`src/rtl/udm_bus_arb_pkg.sv`:
```
// udm_bus_arb_pkg: shared types for the two-master bus arbiter.
// Contents: master count, master ID type, arbiter FSM state enum.
package udm_bus_arb_pkg;

    localparam int MST_NUM = 2;

    typedef logic mst_id_t;

    typedef enum logic {
        ST_IDLE,
        ST_BUSY
    } arb_state_e;

endpackage

```
`src/rtl/udm_bus_arb_idfifo.sv`:
```
// udm_bus_arb_idfifo: FIFO of master IDs for outstanding reads.
// Ports: clk_i/rst_i, push_i+id_i write, pop_i read, head_o/full_o/empty_o status.
module udm_bus_arb_idfifo
    import udm_bus_arb_pkg::*;
#(
    parameter int DEPTH = 4
) (
    input  logic    clk_i,
    input  logic    rst_i,
    input  logic    push_i,
    input  mst_id_t id_i,
    input  logic    pop_i,
    output mst_id_t head_o,
    output logic    full_o,
    output logic    empty_o
);

    localparam int AW = $clog2(DEPTH);

    // Extra MSB on each pointer tells full from empty when indices match.
    logic [AW:0] wr_ptr_q, wr_ptr_d;
    logic [AW:0] rd_ptr_q, rd_ptr_d;
    mst_id_t     mem_q [DEPTH];
    mst_id_t     mem_d [DEPTH];

    always_comb begin
        wr_ptr_d = wr_ptr_q;
        rd_ptr_d = rd_ptr_q;
        mem_d    = mem_q;
        if (push_i) begin
            mem_d[wr_ptr_q[AW-1:0]] = id_i;
            wr_ptr_d = wr_ptr_q + 1'b1;
        end
        if (pop_i) begin
            rd_ptr_d = rd_ptr_q + 1'b1;
        end
    end

    always_ff @(posedge clk_i) begin
        if (rst_i) begin
            wr_ptr_q <= '0;
            rd_ptr_q <= '0;
        end else begin
            wr_ptr_q <= wr_ptr_d;
            rd_ptr_q <= rd_ptr_d;
        end
    end

    always_ff @(posedge clk_i) begin
        mem_q <= mem_d;
    end

    assign head_o  = mem_q[rd_ptr_q[AW-1:0]];
    assign empty_o = (wr_ptr_q == rd_ptr_q);
    assign full_o  = (wr_ptr_q[AW] != rd_ptr_q[AW]) &&
                     (wr_ptr_q[AW-1:0] == rd_ptr_q[AW-1:0]);

endmodule

```
`src/rtl/udm_bus_arb.sv`:
```
// udm_bus_arb: two-master round-robin arbiter onto one req/ack/resp slave.
// Ports: m_* per-master command/ack/resp, s_* slave side, err_o sticky orphan-response flag.
module udm_bus_arb
    import udm_bus_arb_pkg::*;
#(
    parameter int ADDR_W   = 32,
    parameter int DATA_W   = 32,
    parameter int RD_DEPTH = 4
) (
    input  logic                        clk_i,
    input  logic                        rst_i,
    input  logic [MST_NUM-1:0]          m_req_i,
    input  logic [MST_NUM-1:0]          m_we_i,
    input  logic [MST_NUM*ADDR_W-1:0]   m_addr_i,
    input  logic [MST_NUM*DATA_W/8-1:0] m_be_i,
    input  logic [MST_NUM*DATA_W-1:0]   m_wdata_i,
    output logic [MST_NUM-1:0]          m_ack_o,
    output logic [MST_NUM-1:0]          m_resp_o,
    output logic [DATA_W-1:0]           m_rdata_o,
    output logic                        s_req_o,
    output logic                        s_we_o,
    output logic [ADDR_W-1:0]           s_addr_o,
    output logic [DATA_W/8-1:0]         s_be_o,
    output logic [DATA_W-1:0]           s_wdata_o,
    input  logic                        s_ack_i,
    input  logic                        s_resp_i,
    input  logic [DATA_W-1:0]           s_rdata_i,
    output logic                        err_o
);

    localparam int BE_W = DATA_W / 8;

    arb_state_e state_q, state_d;
    mst_id_t    owner_q, owner_d;
    mst_id_t    rr_last_q, rr_last_d;
    logic       err_q, err_d;

    mst_id_t grant;
    mst_id_t fifo_head;
    logic    cmd_req, cmd_we, rd_block, xfer;
    logic    fifo_push, fifo_pop, fifo_full, fifo_empty;

    // Grant is frozen to the owner while BUSY; ties in IDLE go round-robin.
    always_comb begin
        grant = owner_q;
        if (state_q == ST_IDLE) begin
            if (&m_req_i) begin
                grant = ~rr_last_q;
            end else if (m_req_i[1]) begin
                grant = 1'b1;
            end else begin
                grant = 1'b0;
            end
        end
    end

    assign cmd_req   = m_req_i[grant];
    assign cmd_we    = m_we_i[grant];
    assign s_we_o    = cmd_we;
    assign s_addr_o  = grant ? m_addr_i[ADDR_W +: ADDR_W]  : m_addr_i[0 +: ADDR_W];
    assign s_be_o    = grant ? m_be_i[BE_W +: BE_W]        : m_be_i[0 +: BE_W];
    assign s_wdata_o = grant ? m_wdata_i[DATA_W +: DATA_W] : m_wdata_i[0 +: DATA_W];

    // A response popping this cycle frees the slot a new read needs.
    assign rd_block  = !cmd_we && fifo_full && !s_resp_i;
    assign s_req_o   = !rst_i && cmd_req && !rd_block;
    assign xfer      = s_req_o && s_ack_i;
    assign fifo_push = xfer && !cmd_we;
    assign fifo_pop  = !rst_i && s_resp_i && !fifo_empty;

    assign m_ack_o   = {2{xfer}} & {grant, ~grant};
    assign m_resp_o  = {2{fifo_pop}} & {fifo_head, ~fifo_head};
    assign m_rdata_o = s_rdata_i;
    assign err_o     = err_q;

    always_comb begin
        state_d   = state_q;
        owner_d   = owner_q;
        rr_last_d = rr_last_q;
        err_d     = err_q | (s_resp_i && fifo_empty);
        case (state_q)
            ST_IDLE: begin
                if (xfer) begin
                    rr_last_d = grant;
                end else if (cmd_req) begin
                    state_d = ST_BUSY;
                    owner_d = grant;
                end
            end
            ST_BUSY: begin
                if (xfer) begin
                    rr_last_d = owner_q;
                    state_d   = ST_IDLE;
                end else if (!cmd_req) begin
                    // Owner withdrew without an ack; do not lock the bus.
                    state_d = ST_IDLE;
                end
            end
        endcase
    end

    always_ff @(posedge clk_i) begin
        if (rst_i) begin
            state_q   <= ST_IDLE;
            owner_q   <= 1'b0;
            rr_last_q <= 1'b1;
            err_q     <= 1'b0;
        end else begin
            state_q   <= state_d;
            owner_q   <= owner_d;
            rr_last_q <= rr_last_d;
            err_q     <= err_d;
        end
    end

    udm_bus_arb_idfifo #(
        .DEPTH (RD_DEPTH)
    ) u_idfifo (
        .clk_i   (clk_i),
        .rst_i   (rst_i),
        .push_i  (fifo_push),
        .id_i    (grant),
        .pop_i   (fifo_pop),
        .head_o  (fifo_head),
        .full_o  (fifo_full),
        .empty_o (fifo_empty)
    );

endmodule

```
`config.mk`:
```
export PLATFORM = sky130hd
export DESIGN_NAME = udm_bus_arb
export DESIGN_NICKNAME = d
export VERILOG_FILES = /design/src/rtl/udm_bus_arb_pkg.sv /design/src/rtl/udm_bus_arb_idfifo.sv /design/src/rtl/udm_bus_arb.sv
export SDC_FILE = /design/constraint.sdc
export NUM_CORES = 1
export LEC_CHECK = 0
export CAP_MARGIN = 20
export CORE_AREA = 5 5 107 109
export DETAILED_ROUTE_END_ITERATION = 10
export DIE_AREA = 0 0 112 114
export PLACE_DENSITY = 0.66
export SLEW_MARGIN = 20
export SYNTH_ARGS = -nofsm -noshare
export SYNTH_HDL_FRONTEND = slang
export SYNTH_HIERARCHICAL = 1
export SYNTH_SLANG_ARGS = --single-unit
```
`constraint.sdc`:
```
create_clock -name clk_i -period 2.83 [get_ports clk_i]
set_input_delay 0.566 -clock clk_i [delete_from_list [all_inputs] [get_ports clk_i]]
set_output_delay 0.566 -clock clk_i [all_outputs]
set_load 0.005 [all_outputs]
```
==> impl_metrics.toml <==
[sta]
fmax_mhz = 372
worst_slack_ns = 0.144
relSlewSlack_pct = 69.4
skew_ns = 0.000786
worstMarginPinSlew_ns = 0.457
finalMaxSlewViolations = 0
whs_ns = 0.471
period_share_pct = 94.9
finalSetupViolations = 0
period_needed_ns = 2.69
grt_setup_unrepaired = "no"
hold_viol_final = 0

[yosys]
synthDistinctLibCells = 31
synth_seq_area_share_pct = 17.5
synth_top_area_share_pct = 42.9
synth.area.top_cells = "nand2_1 43%, buf_4 13%, dfxtp_1 11%"
yosysWarnings = 6
synth_area_um2 = 1830
ys_ff_latch = 14
synthTopCellsByCount = "209 x nand2_1, 32 x buf_4, 14 x clkbuf_1, 10 x dfxtp_1, 7 x nor2_1"
synth_top_area_cell = "nand2_1"
synthFlopType = "dfxtp_1"
yosysMostFrequentCell = "nand2_1"
syn-num-nets = 510
synth_edf_count = 4
avgSynthCellArea_um2 = 5.56
postSynthCellCount = 329
synth-async-reset-ratio_pct = 0

[worst_setup_path]
cpMaxStageDelayCell = "or3b_4"
criticalPathCategory = "reg -> out"
max_stage_delay_ns = 0.41
crit_arrival_ns = 2.12
critical-path-top-delay-family = "simple AND/OR/NAND/NOR gates"
critical_path_buf_inv_count = 3
start_kind = "register"
cp_cell_sequence = "xor2_2 > nor3_2 > or3b_4 > a221oi_2 > a211o_1 > inv_2 > buf_4 > clkdlybuf4s15_1"
required_ns = 2.26
path_max_fanout = 3
end_kind = "output port"

[floorplanning]
dieArea_um2 = 12800
fp.dieH_um = 114
start_util_pct = 17.4
die_w_um = 112
core-area_um2 = 10500
io_pins = 283
num_rows = 38

[placed_design]
placed_area_um2 = 4060
gp_congestion = 0.810
port_buffers = 218
pre_cts_ws_ns = -0.373
dpl.hpwl_mm = 6.95

[clock_tree]
clock-sinks = 14
clock_latency_ns = 0.25
cts-root-buf = "clkbuf_8"
ctsHtreeMaxLevel = 1
hold_buffers = 0
clockBufferDepth = 2
cts_buffers = 3
cts.clk_slew.worst_paths_ns = 0.06
cts_tree = "done"

[global_route]
grt_max_degree = 35
grt_antenna_before_repair = 0
grt_pass1_vias = 2872
grt-ovfl-total = 0
gr-usage-all-layers_pct = 12.8
grt_pass1_wl_mm = 13.6

[cells_and_area]
filler_cell_count = 1082
nets = 722
diodes = 0
layout-drive-gt1-share_pct = 10.9
fin_area_um2 = 4360
syn_to_final_growth_pct = 138

[routing]
postRouteAntennaNets = 0
wire_per_inst_um = 13.1
drc = 0
viasPerCell = 4.09
vias = 2780
first_pass_iters = 4
first_iter_violations = 88
wl_mm = 8.92

[job]
maxCapViolCount = 0

[power]
powerDensity_nw_per_um2 = 270
leakagePower_uw = 0.00210
vdd_ir_drop_max_v = 0.000152

[outcome]
outcome = "finished, final reports clean"

[worst_hold_path]
hold_path.class = "reg -> reg"
-- layout by cell type (no fill, tap or decap), drive strengths merged, types with 3 or more instances in the layout --
master / instances
nor2b: 3
ha: 5
a21oi: 5
nor2: 7
clkdlybuf4s50: 186
nor3b: 3
dfxtp: 10
buf: 35
nand2: 209
inv: 6
xnor2: 3
clkbuf: 6
and2: 5
dlygate4sd2: 26
edfxtp: 4
-- layer usage --
layer	wire [um]	vias to the layer above	global-route usage [%]
met5	0	-	0
met4	142	0	3.45
met3	940	14	5.20
met2	4460	139	23.5
met1	3380	1220	13.7
li1	-	1407	-
-- path summary, 6_finish.rpt --
check | startpoint | end | slack [ns] | cells after the start
max | u_idfifo/wr_ptr_q[1] | s_req_o | 0.14 | 8
min | err_o | err_o | 0.47 | 2
max reg2reg | state_q | u_idfifo/mem_q[1] | 0.44 | 10
min reg2reg | err_o | err_o | 0.47 | 2
-- cell families (layout without fill, tap and decap cells) --
group	after synthesis	in the layout	share of synthesized area (%)
flip-flops	14	14	17.5
buffers and inverters	53	264	17.5
AND/OR/NAND/NOR	234	234	50.8
AO/OA/AOI/OAI	15	15	6.08
adder cells (fa/ha/maj)	5	5	3.42
multiplexers	3	3	2.32
XOR/XNOR	5	5	2.39
-- final cells by class --
class / count / area (um2) / area share (%)
inverter: 6 / 22.5 / 0.517
multi-input combinational: 262 / 1230 / 28.3
clock buffer: 4 / 55.1 / 1.26
sequential: 14 / 322 / 7.38
timing repair buffer: 254 / 2550 / 58.5
tap: 140 / 175 / 4.02
-- worst reg2reg max path, delay by kind of cell (launching register included) --
| family | cells | cell delay [ns] |
|---|---|---|
| AOI/OAI and AO/OA | 2 | 0.47 |
| buffers and inverters | 4 | 0.44 |
| DFF | 1 | 0.49 |
| and+or+nand+nor | 4 | 0.70 |
-- repair_timing --
item,4_1_cts,5_1_grt
gates resized for setup,50,12
setup endpoints to repair,72,42
gates cloned,4,0
buffers inserted,9,3
endpoints found under the hold margin,0,0
pin swaps,2,3
-- power breakdown --
| group | switching, uW | total, uW | internal (uW) |
|---|---|---|---|
| registers | 8.27 | 223 | 214 |
| clock network | 74.4 | 198 | 123 |
| logic | 270 | 758 | 488 |
-- registers in the layout, indices dropped and copies added, names as in the netlist --
register / flops
owner_q: 1
u_idfifo/mem_q: 4
err_o: 1
state_q: 1
u_idfifo/wr_ptr_q: 3
u_idfifo/rd_ptr_q: 3
rr_last_q: 1
-- per-stage QoR --
stage / TNS (ns) / power, uW / std cells / utilization [%]
finish: 0 / 1180 / 680 / 41.5
global placement: -14.10 / 930 / 661 / 38.6
detailed placement: -19.17 / 938 / 661 / 38.6
CTS: 0 / 1190 / 677 / 41.2
floorplan: 0 / 464 / 329 / -
global route: 0 / 1260 / 680 / 41.5
Note: power is estimated with default switching activity, not from simulation.
